--- src/rtl/dtc_pkg.sv ---
// Shared definitions for the decision-tree classifier vote path: class geometry,
// accumulator FSM states and the index-to-one-hot helper.
package dtc_pkg;

  localparam int N_CLASSES = 10;
  localparam int CLASS_W   = 4;

  typedef enum logic [1:0] {
    ACCUM = 2'd0,
    SCAN  = 2'd1,
    HOLD  = 2'd2
  } state_e;

  function automatic logic [N_CLASSES-1:0] class_onehot(input logic [CLASS_W-1:0] idx);
    logic [N_CLASSES-1:0] oh;
    oh = '0;
    for (int i = 0; i < N_CLASSES; i++) begin
      if (idx == CLASS_W'(i)) oh[i] = 1'b1;
    end
    return oh;
  endfunction

endpackage

--- src/rtl/dtc_vote_counter.sv ---
// Per-class vote counter bank: parallel increment by the vote vector, synchronous
// clear, and a single read port addressed by the scan index.
module dtc_vote_counter
  import dtc_pkg::*;
#(
  parameter int CNT_W = 4
) (
  input  logic                 clk_i,
  input  logic                 rst_ni,
  input  logic                 inc_i,
  input  logic [N_CLASSES-1:0] vec_i,
  input  logic                 clr_i,
  input  logic [CLASS_W-1:0]   rd_idx_i,
  output logic [CNT_W-1:0]     rd_cnt_o
);

  logic [CNT_W-1:0] cnt_q [N_CLASSES];
  logic [CNT_W-1:0] cnt_d [N_CLASSES];

  always_comb begin
    for (int i = 0; i < N_CLASSES; i++) begin
      cnt_d[i] = cnt_q[i];
      if (clr_i) begin
        cnt_d[i] = '0;
      end else if (inc_i && vec_i[i]) begin
        cnt_d[i] = cnt_q[i] + CNT_W'(1);
      end
    end
  end

  always_ff @(posedge clk_i or negedge rst_ni) begin
    if (!rst_ni) begin
      for (int i = 0; i < N_CLASSES; i++) cnt_q[i] <= '0;
    end else begin
      for (int i = 0; i < N_CLASSES; i++) cnt_q[i] <= cnt_d[i];
    end
  end

  // Explicit decode keeps out-of-range scan indices reading as zero.
  always_comb begin
    rd_cnt_o = '0;
    for (int i = 0; i < N_CLASSES; i++) begin
      if (rd_idx_i == CLASS_W'(i)) rd_cnt_o = cnt_q[i];
    end
  end

endmodule

--- src/rtl/dtc_vote_accum.sv ---
// Windowed vote accumulator behind the decision-tree classifier: counts votes per
// class, scans the bank one class per cycle, and presents the winner via valid/ready.
module dtc_vote_accum
  import dtc_pkg::*;
#(
  parameter int WINDOW = 8,
  parameter int CNT_W  = $clog2(WINDOW + 1)
) (
  input  logic                 clk,
  input  logic                 rst_n,
  input  logic                 in_valid,
  output logic                 in_ready,
  input  logic [N_CLASSES-1:0] in_vec,
  input  logic                 in_last,
  output logic                 out_valid,
  input  logic                 out_ready,
  output logic [CLASS_W-1:0]   out_class,
  output logic [CNT_W-1:0]     out_count,
  output logic [N_CLASSES-1:0] out_onehot,
  output logic                 out_none
);

  state_e               state_q, state_d;
  logic [CNT_W-1:0]     beat_q, beat_d;
  logic [CLASS_W-1:0]   scan_idx_q, scan_idx_d;
  logic [CLASS_W-1:0]   best_idx_q, best_idx_d;
  logic [CNT_W-1:0]     best_cnt_q, best_cnt_d;
  logic                 out_valid_q, out_valid_d;
  logic [CLASS_W-1:0]   out_class_q, out_class_d;
  logic [CNT_W-1:0]     out_count_q, out_count_d;
  logic [N_CLASSES-1:0] out_onehot_q, out_onehot_d;
  logic                 out_none_q, out_none_d;

  logic                 accept;
  logic                 close_win;
  logic                 handshake;
  logic [CNT_W-1:0]     rd_cnt;

  assign in_ready  = (state_q == ACCUM);
  assign accept    = in_valid && in_ready;
  assign close_win = accept && (in_last || (beat_q == CNT_W'(WINDOW - 1)));
  assign handshake = out_valid_q && out_ready;

  dtc_vote_counter #(
    .CNT_W (CNT_W)
  ) u_counter (
    .clk_i    (clk),
    .rst_ni   (rst_n),
    .inc_i    (accept),
    .vec_i    (in_vec),
    .clr_i    (handshake),
    .rd_idx_i (scan_idx_q),
    .rd_cnt_o (rd_cnt)
  );

  always_comb begin
    state_d      = state_q;
    beat_d       = beat_q;
    scan_idx_d   = scan_idx_q;
    best_idx_d   = best_idx_q;
    best_cnt_d   = best_cnt_q;
    out_valid_d  = out_valid_q;
    out_class_d  = out_class_q;
    out_count_d  = out_count_q;
    out_onehot_d = out_onehot_q;
    out_none_d   = out_none_q;

    case (state_q)
      ACCUM: begin
        if (accept) begin
          beat_d = beat_q + CNT_W'(1);
          if (close_win) begin
            state_d    = SCAN;
            scan_idx_d = '0;
            best_idx_d = '0;
            best_cnt_d = '0;
          end
        end
      end
      SCAN: begin
        // Strictly-greater replacement leaves ties with the lowest index.
        if (rd_cnt > best_cnt_q) begin
          best_idx_d = scan_idx_q;
          best_cnt_d = rd_cnt;
        end
        if (scan_idx_q == CLASS_W'(N_CLASSES - 1)) begin
          state_d = HOLD;
        end else begin
          scan_idx_d = scan_idx_q + CLASS_W'(1);
        end
      end
      HOLD: begin
        // First HOLD cycle registers the result; it is then frozen until taken.
        if (!out_valid_q) begin
          out_valid_d  = 1'b1;
          out_none_d   = (best_cnt_q == '0);
          out_class_d  = best_idx_q;
          out_count_d  = best_cnt_q;
          out_onehot_d = (best_cnt_q == '0) ? '0 : class_onehot(best_idx_q);
        end else if (out_ready) begin
          out_valid_d = 1'b0;
          beat_d      = '0;
          state_d     = ACCUM;
        end
      end
      default: state_d = ACCUM;
    endcase
  end

  always_ff @(posedge clk or negedge rst_n) begin
    if (!rst_n) begin
      state_q      <= ACCUM;
      beat_q       <= '0;
      scan_idx_q   <= '0;
      best_idx_q   <= '0;
      best_cnt_q   <= '0;
      out_valid_q  <= 1'b0;
      out_class_q  <= '0;
      out_count_q  <= '0;
      out_onehot_q <= '0;
      out_none_q   <= 1'b0;
    end else begin
      state_q      <= state_d;
      beat_q       <= beat_d;
      scan_idx_q   <= scan_idx_d;
      best_idx_q   <= best_idx_d;
      best_cnt_q   <= best_cnt_d;
      out_valid_q  <= out_valid_d;
      out_class_q  <= out_class_d;
      out_count_q  <= out_count_d;
      out_onehot_q <= out_onehot_d;
      out_none_q   <= out_none_d;
    end
  end

  assign out_valid  = out_valid_q;
  assign out_class  = out_class_q;
  assign out_count  = out_count_q;
  assign out_onehot = out_onehot_q;
  assign out_none   = out_none_q;

endmodule

--- config.mk ---
export PLATFORM = sky130hd
export DESIGN_NAME = dtc_vote_accum
export DESIGN_NICKNAME = d
export VERILOG_FILES = /design/src/rtl/dtc_pkg.sv /design/src/rtl/dtc_vote_counter.sv /design/src/rtl/dtc_vote_accum.sv
export SDC_FILE = /design/constraint.sdc
export NUM_CORES = 1
export LEC_CHECK = 0
export CORE_ASPECT_RATIO = 0.9
export CORE_MARGIN = 5
export CORE_UTILIZATION = 50
export CTS_CLUSTER_SIZE = 10
export DETAILED_ROUTE_END_ITERATION = 10
export PLACE_DENSITY = 0.71
export SLEW_MARGIN = 25
export SYNTH_ARGS = -nofsm -noshare
export SYNTH_HDL_FRONTEND = slang
export SYNTH_SLANG_ARGS = --single-unit
--- constraint.sdc ---
create_clock -name clk -period 5.81 [get_ports clk]
set_input_delay 1.162 -clock clk [delete_from_list [all_inputs] [get_ports clk]]
set_output_delay 1.162 -clock clk [all_outputs]
set_load 0.05 [all_outputs]
==> results.json, run 1 <==
{
  "ios": 36,
  "slew_violations": 0,
  "h-tree-depth": 3,
  "finalSetupViolCount": 0,
  "antenna_left": 0,
  "dieHeight_um": 96.56,
  "finClkSkew_ns": 0.006040,
  "vias": 3403,
  "min_path_type": "reg2reg",
  "critPathRequiredTime_ns": 6.05,
  "fin_util_pct": 59.37,
  "ys_ff_latch": 78,
  "area_growth_pct": 15.06,
  "cts.sinks": 78,
  "die_w_um": 106.2,
  "crit_path_max_incr_delay_ns": 0.67,
  "worstPathArrival_ns": 3.69,
  "end_kind": "flop",
  "synth_cell_type_count": 50,
  "ir_drop_uv": 254.4,
  "power.leakage_nw": 2.101,
  "final.setup.worst_slack_ns": 2.364,
  "ys.flop_type": "dfrtp_1",
  "nFillCells": 748,
  "syn_inst": 468,
  "clock_path_buffers": 2,
  "finalSetupTns_ns": 0,
  "cts_resized": 0,
  "slew_headroom_pct": 48.32,
  "place.gp.congestion": 0.8620,
  "fmax_ghz": 0.2902,
  "first_global_vias": 3195,
  "crit_type": "reg2reg",
  "post-cts-setup-buffer-count": 0,
  "grt_pass1_wl_mm": 15.12,
  "slowest_stage": "ha_1",
  "ys_seq_area_share_pct": 46.89,
  "drc_errors": 0,
  "hold_viol": 0,
  "multi_input_comb_area_um2": 2016,
  "cts_tree": "yes",
  "dp_hpwl_mm": 6.504,
  "ctsHoldBuffers": 0,
  "drt-initial-drc-count": 186,
  "rows": 31,
  "status": "finished, final reports clean",
  "drive_above_1_share_pct": 5.400,
  "vias_per_cell": 5.681,
  "grt_max_degree": 79,
  "p_per_area_nw_per_um2": 465.5,
  "cts_inserted_buffers": 9,
  "detail_route.wl_per_cell_um": 15.01,
  "worst_pin_slew_ns": 0.7752,
  "fin_crit_ns": 3.446,
  "overflow": 0,
  "syn_area_um2": 4163,
  "fin_nets": 529,
  "root_buffer": "clkbuf_8",
  "port_buffers": 35,
  "rsz0062_at_grt": "no",
  "drt_pass1_iterations": 4,
  "clk_latency_ns": 0.35,
  "synthesis.nets": 502,
  "clkTransAtPathRegs_ns": 0.08,
  "layout.cells.non_filler": 599,
  "dp_slack_ns": 2.400,
  "cp-start-kind": "flop",
  "wl_mm": 8.991,
  "syn_area_per_cell_um2": 8.895,
  "path_cells": "inv_1, ha_1, o21ai_0, a211oi_1, a21oi_1, o21ai_1, ha_1, and4_1, a211oi_1, buf_4, nand2_1, o22a_1",
  "core_um2": 8068,
  "synth_edf_count": 0,
  "yosysWarnings": 0,
  "dp_cells": 583,
  "final-seq-area_um2": 1952,
  "start_util_pct": 51.60,
  "design.die.area_um2": 10250,
  "n_antenna_cell": 0,
  "antenna_found_initial": 0,
  "synthArstFlopShare_pct": 100.0,
  "fin_crit_sh_pct": 59.32,
  "critPathMaxFanout": 26,
  "maxCapViolCount": 0,
  "grtUsageTotal_pct": 18.39
}
## through the flow
step | hold WS, ns | cell area [um2] | power [mW]
after floorplan | 0.4914 | 4163 | 1.531
after global placement | 0.4619 | 4548 | 1.745
after detailed placement | 0.4616 | 4563 | 1.782
after CTS | 0.4814 | 4786 | 2.237
after global routing | 0.4954 | 4790 | 2.400
final | 0.4771 | 4790 | 2.230
## flip-flops by register name (all words and copies together) (netlist names)
register and flops:
out_class 4, out_valid 1, out_none 1, best_cnt_q 4
beat_q 4, best_idx_q 4, out_onehot 10, scan_idx_q 4
u_counter.cnt_q 40, out_count 4, state_q 2
## critical path: cells and delay by family (launching register included)
kind                     cells  cell delay (ns)
buffers and inverters        2             0.35
AO/OA/AOI/OAI                6             1.31
adder cells (fa/ha/maj)      2             0.98
flip-flops                   1             0.41
AND/OR/NAND/NOR              2             0.28
## layout by cell type, fill, tap and decap left out, types with 4 or more instances in the layout
cell type	count
a211oi_1	5
a21oi_1	38
clkbuf_8	9
clkdlybuf4s50_1	34
dfrtp_1	78
ha_1	19
inv_1	23
nand2_1	75
nand2b_1	7
nand3_1	34
nor2_1	33
nor3_1	4
o21ai_0	29
o21ai_1	9
o22ai_1	8
or3_1	13
xnor2_1	5
xor2_1	16
## metal layers
layer  vias to the layer above  routed length [um]  GRT usage [%]
li1                       1677                   -              -
met1                      1666                4457          25.18
met2                        50                4143          29.85
met3                        10                 292          3.920
met4                         0                  97          5.178
met5                         -                   0              0
## where the power goes
group          switching, mW  internal [mW]
Sequential             0.146          0.653
Combinational          0.590          0.392
Clock                  0.206          0.243
Total                  0.942           1.29
## area by class of cell
class	count	area share, %
Multi-Input combinational cell	344	42.08
Sequential cell	78	40.75
Timing Repair Buffer	39	8.124
Clock buffer	9	2.586
Tap cell	99	2.586
Clock inverter	7	2.064
Inverter	23	1.803
## synth_stat cells, drive strengths merged (5+ instances only)
library cell  count  area share (%)
nand2            77             7.1
nand3            34             4.1
buf              10             1.4
nand2b            7             1.1
o22ai             8             1.2
clkbuf           13             1.2
or3              13             2.0
xor2             16             3.4
dfrtp            78              47
ha               19             5.7
inv              23             2.1
a21oi            38             4.6
nor2             33             3.0
a211oi            5            0.90
xnor2             5             1.1
o21ai            38             4.6
## cells by family after synthesis
family / after synthesis / share of synthesized area (%)
muxes: 2 / 0.5110
xor gates and xnor gates: 21 / 4.418
buffers and inverters: 46 / 4.688
and+or+nand+nor: 187 / 21.40
AOI/OAI and AO/OA: 115 / 16.38
adders and majority gates: 19 / 5.711
DFF: 78 / 46.89
## worst paths after layout
path,from,to,slack [ns],cells after the start
max in group asynchronous,rst_n,scan_idx_q[3],4.49,1
hold reg to reg,out_class[3],out_class[3],0.48,2
min in group asynchronous,rst_n,u_counter.cnt_q[12],0.83,1
setup reg to reg,scan_idx_q[1],best_cnt_q[1],2.36,12
setup / recovery,scan_idx_q[1],best_cnt_q[1],2.36,12
hold / removal,out_class[3],out_class[3],0.48,2
No activity file was read; power rests on OpenSTA's default activity.
==> run 2: changes to the inputs <==
==> constraint.sdc (replaced) <==
create_clock -name clk -period 3.3 [get_ports clk]
set_input_delay 0.66 -clock clk [delete_from_list [all_inputs] [get_ports clk]]
set_output_delay 0.66 -clock clk [all_outputs]
set_load 0.05 [all_outputs]
==> run 2 against run 1 <==
  * Total power up 73%
  * First-iteration DRC count unchanged
  * Combinational power up 82%
  * Setup slack worse by 2.1 ns
  * Critical endpoint is now best_idx_q[1]
==> results.json, run 2 (synthesized netlist as in run 1, its figures left out) <==
{
  "p_int_mw": 2.165,
  "largest_register_ffs": 40,
  "design.die.area_um2": 10250,
  "finalSetupTns_ns": 0,
  "vias": 3364,
  "total_power_mw": 3.864,
  "die_w_um": 106.2,
  "critPathMaxFanout": 8,
  "p_switching_mw": 1.699,
  "ir_drop_uv": 497.1,
  "sw_frac_of_total_pct": 43.97,
  "wl_mm": 8.804,
  "end_kind": "flop",
  "final-seq-area_um2": 1952,
  "cts_inserted_buffers": 9,
  "finClkSkew_ns": 0.01366,
  "drt_pass1_iterations": 5,
  "min_path_type": "in2async",
  "p_per_area_nw_per_um2": 807.4,
  "worst-r2r-setup-slack_ns": 0.29,
  "nFillCells": 742,
  "fin_crit_sh_pct": 91.35,
  "layout.cells.non_filler": 602,
  "crit_type": "reg2reg",
  "core_um2": 8068,
  "status": "finished, final reports clean",
  "place.gp.congestion": 0.8575,
  "crit_top_cell": "ha_1",
  "fin_util_pct": 59.32,
  "critPathRequiredTime_ns": 3.55,
  "area_growth_pct": 14.97,
  "drive_above_1_share_pct": 7.157,
  "ctsHoldBuffers": 0,
  "seq_power_share_pct": 36.5,
  "cts_tree": "yes",
  "clk_latency_ns": 0.36,
  "antenna_left": 0,
  "drt-initial-drc-count": 186,
  "worst_pin_slew_ns": 0.7309,
  "p_clk_share_pct": 17.2,
  "power.leakage_nw": 2.097,
  "hold_viol": 0,
  "rows": 31,
  "port_buffers": 35,
  "antenna_found_initial": 0,
  "finalSetupViolCount": 0,
  "detail_route.wl_per_cell_um": 14.62,
  "maxCapViolCount": 0,
  "overflow": 0,
  "start_util_pct": 51.60,
  "drc_errors": 0,
  "grtUsageTotal_pct": 18.63,
  "slew_violations": 0,
  "reg2reg_to": "best_idx_q[1]",
  "n_antenna_cell": 0,
  "comb_power_share_pct": 46.3,
  "grt_max_degree": 79,
  "dp_hpwl_mm": 6.283,
  "dieHeight_um": 96.56,
  "worstPathArrival_ns": 3.26,
  "ios": 36,
  "vias_per_cell": 5.588,
  "cp-start-kind": "flop",
  "final_common_cell": "dfrtp_1",
  "grt_pass1_wl_mm": 15.48,
  "slowest_stage": "dfrtp_1",
  "first_global_vias": 3250,
  "fin_nets": 532,
  "rr_startpoint": "scan_idx_q[0]",
  "h-tree-depth": 3,
  "final_cell_mix": "dfrtp_1 (78), nand2_1 (75), a21oi_1 (38)",
  "fin_crit_ns": 3.015,
  "largest-register": "u_counter.cnt_q",
  "cts.sinks": 78,
  "path_cells": "ha_1, buf_4, inv_1, o22ai_1, o31ai_1, o21a_1, nand2b_1, ha_1, nor2b_1, o211ai_1, a211oi_2, nor2_2, mux2_2",
  "clock_path_buffers": 2,
  "rsz0062_at_grt": "no",
  "multi_input_comb_area_um2": 2039,
  "crit_path_max_incr_delay_ns": 0.43,
  "clkTransAtPathRegs_ns": 0.09,
  "r2r_cells": 13,
  "slew_headroom_pct": 51.27,
  "fmax_ghz": 0.3317,
  "root_buffer": "clkbuf_8",
  "dp_cells": 586
}
## run 2: changes by cell type in the layout (fill, tap and decap cells not counted)
| cell | previous run | this run |
|---|---|---|
| buf_8 | 1 | 0 |
| ha_2 | 0 | 2 |
| nor4b_1 | 1 | 0 |
| bufinv_16 | 2 | 0 |
| clkinv_4 | 3 | 2 |
| nor2_1 | 33 | 32 |
| a211oi_1 | 5 | 3 |
| nor4b_2 | 0 | 1 |
| ha_1 | 19 | 17 |
| buf_4 | 3 | 7 |
| inv_6 | 0 | 3 |
| nor2_2 | 0 | 1 |
| a211oi_2 | 0 | 2 |
## run 2: worst max path at each step
stage,start,end,slack (ns),cells past startpoint
finish,scan_idx_q[0],best_idx_q[1],0.29,13
global route,scan_idx_q[1],best_idx_q[1],0.06,13
CTS,scan_idx_q[0],best_idx_q[1],0.16,12
detailed placement,scan_idx_q[0],best_idx_q[1],0.18,12
global placement,scan_idx_q[0],best_idx_q[1],0.30,13
floorplan,scan_idx_q[0],best_cnt_q[1],0.39,14
## run 2: what timing repair did
| action | in CTS | in global routing |
|---|---|---|
| setup buffers | 0 | 0 |
| hold endpoints to repair | 0 | 0 |
| setup endpoints to repair | 0 | 7 |
| resized for setup | 0 | 6 |
## run 2: layout make-up
| class | instances | share of cell area (%) |
|---|---|---|
| Clock buffer | 9 | 2.588 |
| Sequential cell | 78 | 40.78 |
| Multi-Input combinational cell | 344 | 42.61 |
| Timing Repair Buffer | 42 | 8.444 |
| Inverter | 23 | 1.804 |
| Tap cell | 99 | 2.588 |
| Clock inverter | 7 | 1.176 |
## run 2: worst max-delay path, delay by kind of cell, from the launching register on
kind	cells	cell delay [ns]
buffers and inverters	2	0.32
AO/OA/AOI/OAI	5	0.85
AND/OR/NAND/NOR	3	0.42
adder cells (fa/ha/maj)	2	0.54
flip-flops	1	0.43
multiplexers	1	0.35
## run 2: per-layer routing
metal	vias up	global-route usage, %	wire length (um)	part of all wire [%]
met5	-	0	0	0
met4	0	4.531	81	0.92
met3	8	4.585	405	4.6
met2	61	29.06	3872	44
met1	1605	26.35	4444	50
li1	1690	-	-	-
## run 2: power by group through the flow
| stage | clock network (mW) | registers, mW | logic (mW) |
|---|---|---|---|
| CTS | 0.686 | 1.41 | 1.74 |
| floorplan | 0 | 1.43 | 1.27 |
| finish | 0.666 | 1.41 | 1.79 |
| detailed placement | 0 | 1.43 | 1.74 |
| global route | 0.726 | 1.44 | 2.01 |
| global placement | 0 | 1.41 | 1.68 |
## run 2: stage by stage
stage / worst slack (ns) / hold slack (ns) / cell area, um2
floorplan: 0.3912 / 0.3644 / 4163
global placement: 0.3020 / 0.4608 / 4578
detailed placement: 0.1805 / 0.4636 / 4578
CTS: 0.1566 / 0.4841 / 4758
global route: 0.05994 / 0.3916 / 4786
finish: 0.2855 / 0.2980 / 4786
==> run 3: changes to the inputs <==
--- a/config.mk
+++ b/config.mk
@@ -14,4 +14,5 @@
 export SLEW_MARGIN = 25
 export SYNTH_ARGS = -nofsm -noshare
 export SYNTH_HDL_FRONTEND = slang
+export SYNTH_HIERARCHICAL = 1
 export SYNTH_SLANG_ARGS = --single-unit
==> run 3 against run 2 <==
  * Sequential cell count unchanged
  * Final cell count down 8.1%
  * Via count down 5.5%
  * Combinational power is 3% lower
  * Sequential power grew 4%
  * Die area decreased by 0.78%
  * Total power increased by 1.9%
==> results.json, run 3 <==
{
  "slew_headroom_pct": 42.52,
  "vias_per_cell": 5.749,
  "antenna_left": 0,
  "synth_commonest_cells": "dfrtp_1 (78), nand2_1 (51), nand3_1 (33)",
  "clock_path_buffers": 2,
  "drive_above_1_share_pct": 9.251,
  "n_antenna_cell": 0,
  "cts.sinks": 78,
  "power.leakage_nw": 2.144,
  "dp_hpwl_mm": 6.080,
  "detail_route.wl_per_cell_um": 15.64,
  "synthArstFlopShare_pct": 100.0,
  "status": "finished, final reports clean",
  "yosys.area.top_type": "dfrtp_1",
  "die_w_um": 105.8,
  "maxCapViolCount": 0,
  "synth_edf_count": 0,
  "grt_max_degree": 79,
  "grt_pass1_wl_mm": 15.08,
  "fin_nets": 481,
  "drc_errors": 0,
  "p_per_area_nw_per_um2": 827.9,
  "largest-register": "u_counter/cnt_q",
  "core_um2": 8068,
  "root_buffer": "clkbuf_8",
  "ys.flop_type": "dfrtp_1",
  "ys_seq_area_share_pct": 47.30,
  "final_cell_mix": "dfrtp_1 (78), nand2_1 (51), clkdlybuf4s50_1 (34)",
  "ctsHoldBuffers": 0,
  "area_growth_pct": 15.28,
  "overflow": 0,
  "final_common_cell": "dfrtp_1",
  "drt_pass1_iterations": 4,
  "finalSetupViolCount": 0,
  "yosysWarnings": 6,
  "crit_type": "reg2reg",
  "grtUsageTotal_pct": 18.47,
  "cts_inserted_buffers": 9,
  "fin_util_pct": 58.96,
  "finalSetupTns_ns": 0,
  "vias": 3179,
  "drt-initial-drc-count": 124,
  "post-cts-setup-buffer-count": 0,
  "antenna_found_initial": 0,
  "start_util_pct": 51.15,
  "hold_viol": 0,
  "syn_area_um2": 4126,
  "syn_area_per_cell_um2": 9.967,
  "clkTransAtPathRegs_ns": 0.09,
  "critPathMaxFanout": 15,
  "fin_crit_ns": 3.016,
  "rsz0062_at_grt": "no",
  "h-tree-depth": 3,
  "critPathRequiredTime_ns": 3.55,
  "yosysMostFrequentCell": "dfrtp_1",
  "syn_inst": 414,
  "cts_tree": "yes",
  "ios": 36,
  "first_global_vias": 3146,
  "largest_register_ffs": 40,
  "min_path_type": "in2async",
  "finClkSkew_ns": 0.009491,
  "wl_mm": 8.647,
  "end_kind": "flop",
  "cts_resized": 0,
  "synthesis.nets": 446,
  "slew_violations": 0,
  "ys_ff_latch": 78,
  "synth_cell_type_count": 63,
  "design.die.area_um2": 10170,
  "clk_latency_ns": 0.36,
  "rows": 31,
  "worstPathArrival_ns": 3.26,
  "fin_crit_sh_pct": 91.40,
  "r2r_cells": 9,
  "worst_pin_slew_ns": 0.8623,
  "ir_drop_uv": 363.9,
  "cp-start-kind": "flop",
  "port_buffers": 35,
  "fmax_ghz": 0.3315,
  "dieHeight_um": 96.19,
  "synthTopCellsByArea": "dfrtp_1 (47%), ha_1 (5.2%), nand2_1 (4.6%)",
  "place.gp.congestion": 0.9433,
  "synth.top_cell.area_share_pct": 47.30
}
-- run 3: layout make-up --
type	count	area, um2
Clock buffer	9	123.9
Clock inverter	7	81.33
Fill cell	716	3311
Inverter	10	37.54
Multi-Input combinational cell	308	2034
Sequential cell	78	1952
Tap cell	99	123.9
Timing Repair Buffer	42	404.1
-- run 3: through the flow --
stage | hold WS (ns) | area [um2] | setup slack [ns] | cells | total power [mW]
6_report | 0.2935 | 4757 | 0.2839 | 553 | 3.938
5_1_grt | 0.3811 | 4757 | 0.1127 | 553 | 4.211
4_1_cts | 0.4886 | 4753 | 0.3149 | 553 | 3.959
3_5_place_dp | 0.4672 | 4548 | 0.4130 | 537 | 3.207
3_3_place_gp | 0.4584 | 4548 | 0.5287 | 537 | 3.143
2_1_floorplan | 0.3644 | 4126 | 0.7387 | 414 | 2.743
-- run 3: critical path: stages (launching register included) --
cell and delay [ns]:
dfrtp_1 0.72, nand3b_1 0.22, nor3b_1 0.37, a21oi_1 0.10, a22o_1 0.24, ha_1 0.19, or4b_4 0.55, a21oi_4 0.16
nor3_2 0.11, a22o_1 0.26
-- run 3: power by group --
group / total [mW] / internal, mW / switching (mW)
registers: 1.46 / 1.16 / 0.308
clock network: 0.746 / 0.360 / 0.386
logic: 1.73 / 0.761 / 0.968
total: 3.94 / 2.28 / 1.66
-- run 3: metal layers --
metal	wire (um)	part of all wire [%]	GRT usage [%]
met1	4008	46	24.20
met2	4105	47	30.57
met5	0	0	0
met3	392	4.5	4.628
met4	140	1.6	5.502
-- run 3: path summary, 6_finish.rpt --
check,start,endpoint,slack [ns]
max,scan_idx_q[0],best_cnt_q[3],0.28
min,rst_n,beat_q[2],0.29
max reg2reg,scan_idx_q[0],best_cnt_q[3],0.28
min reg2reg,out_onehot[8],out_onehot[8],0.49
max in group asynchronous,rst_n,best_cnt_q[1],2.49
min in group clk,out_onehot[8],out_onehot[8],0.49
-- run 3: cell families after synthesis --
logic type | Yosys count | synth area share [%]
XOR/XNOR | 21 | 4.457
adder cells (fa/ha/maj) | 17 | 5.155
AND/OR/NAND/NOR | 158 | 19.89
AO/OA/AOI/OAI | 102 | 17.37
multiplexers | 10 | 2.426
flip-flops | 78 | 47.30
buffers and inverters | 28 | 3.396
==> RTL edit (config.mk and constraints of run 2) <==
The 3 states of `state_e` get a one-hot encoding in 3 bits.
--- a/src/rtl/dtc_pkg.sv
+++ b/src/rtl/dtc_pkg.sv
@@ -7,6 +7,6 @@
 
-  typedef enum logic [1:0] {
-    ACCUM = 2'd0,
-    SCAN  = 2'd1,
-    HOLD  = 2'd2
+  typedef enum logic [2:0] {
+    ACCUM = 3'b001,
+    SCAN  = 3'b010,
+    HOLD  = 3'b100
   } state_e;
Behaviour: no difference found for any inputs over 10 cycles, from zero or initial values and one cycle with rst_n low; not proved beyond that.
==> RTL edit against run 2 <==
- worst setup slack lost 0.042 ns
- synthesized cell count fell by 3.0%
- critical path depth down 1
- routed wire length grew 2.3%
- sequential cell count grew 1
- area after synthesis increased by 0.81%
- final area grew 1.3%
- largest cell class unchanged
- highest routed layer unchanged
Power is not compared: it rests on default switching activity, and its combinational part moved more than twofold at a synthesized area within 25%.
==> RTL edit: results (changes against run 2) <==
| Metric | Value |
|---|---|
| M3 GR Usage | 4.33% (was 4.58%) |
| Post_cts resized | 0 (unchanged) |
| Via density | 5.69 (was 5.59) |
| Cell variety after synth | 51 (was 50) |
| Filler cells | 701 (was 742) |
| Global-route wire length before repair | 15500 microns (about the same) |
| Clock buffer depth | 2 (unchanged) |
| Post-layout net count | 519 (was 532) |
| Share of cells above drive strength 1 | 9.59% (was 7.16%) |
| CP peak stage delay | 0.46 ns (was 0.43 ns) |
| R2R setup slack | 0.24 ns (was 0.29 ns) |
| 1st-iter DRT viols | 149 (was 186) |
| Mean Syn Cell Area | 9.24 sq um (was 8.89 sq um) |
| Most common library cells after synthesis | dfrtp_1 (78), nand2_1 (63), nor2_1 (40), a21oi_1 (33), nand3_1 (32) (was dfrtp_1 (78), nand2_1 (75), a21oi_1 (38), nand3_1 (34), nor2_1 (33)) |
| Via count | 3350 (was 3364) |
| Placed inst area | 4610 sq um (was 4580 sq um) |
| Vias in the first global route | 3237 (was 3250) |
| Largest net degree at the start of global routing | 80 (was 79) |
| Setup WS pre-CTS | 0.0854 ns (was 0.181 ns) |
| Sequential area share after synthesis | 47.1% (was 46.9%) |
| HPWL after DPL | 6430 microns (was 6280 microns) |
| Wire length on met2 | 4250 microns (was 3870 microns) |
| Synth area leaders | dfrtp_1 (47%), ha_1 (5.7%), nand2_1 (5.6%), a21oi_1 (3.9%), nand3_1 (3.8%) (was dfrtp_1 (47%), nand2_1 (6.8%), ha_1 (5.7%), a21oi_1 (4.6%), nand3_1 (4.1%)) |
| Gr usage total | 18.2% (was 18.6%) |
| Setup_tns | 0 ns (unchanged) |
| R2R Path End | best_cnt_q[2] (was best_idx_q[1]) |
| Metal-1 WL | 4220 microns (was 4440 microns) |
| Worst r2r path cells | 12 (was 13) |
| Outcome | finished clean (unchanged) |
| Routed wire length | 9010 microns (was 8800 microns) |
| Maximum fanout along the worst path | 14 (was 8) |
| Inst Count DP | 573 (was 586) |
| Critical Path RT | 3.54 ns (was 3.55 ns) |
| P&R area growth vs syn | 15.6% (was 15.0%) |
| RePlAce Congestion | 0.924 (was 0.858) |
| Setup Skew | 0.0113 ns (was 0.0137 ns) |
| Metal3 WL | 456 microns (was 405 microns) |
| Num CTS Buffers | 9 (unchanged) |
| Slew @ Worst Pin | 0.795 ns (was 0.731 ns) |
| Met1 Use GR | 25.5% (was 26.4%) |
| Syn nets | 488 (was 502) |
| Crit share post-route | 92.6% (was 91.3%) |
| Combinational cell fraction of total power | 22.4% |
| Hold Slack | 0.322 ns (was 0.298 ns) |
| Met2 GRT Util | 28.4% (was 29.1%) |
[RTL edit: cell count changes after synthesis, moves of 5 or more]
cell	before	now
a211oi_1	5	0
a21oi_1	38	33
a221oi_1	3	8
inv_1	23	16
nand2_1	75	63
nand2_2	2	10
nor2_1	33	40
o21ai_0	29	24
[RTL edit: cells by family (layout without fill, tap and decap cells)]
| kind of cell | Yosys count | after routing | synth area share [%] |
|---|---|---|---|
| multiplexers | 2 | 2 | 0.507 |
| buffers and inverters | 38 | 74 | 3.97 |
| AND/OR/NAND/NOR | 188 | 188 | 21.9 |
| flip-flops | 79 | 79 | 47.1 |
| XOR/XNOR | 25 | 25 | 5.22 |
| adder cells (fa/ha/maj) | 19 | 19 | 5.66 |
| AO/OA/AOI/OAI | 103 | 103 | 15.6 |
[RTL edit: cell type report]
class                      instances  share of cell area, %
multi-input combinational        337                   42.5
sequential                        79                   40.8
clock buffer                      11                   2.71
timing repair buffer              42                   8.41
inverter                          16                   1.24
clock inverter                     5                   1.73
tap                               99                   2.55
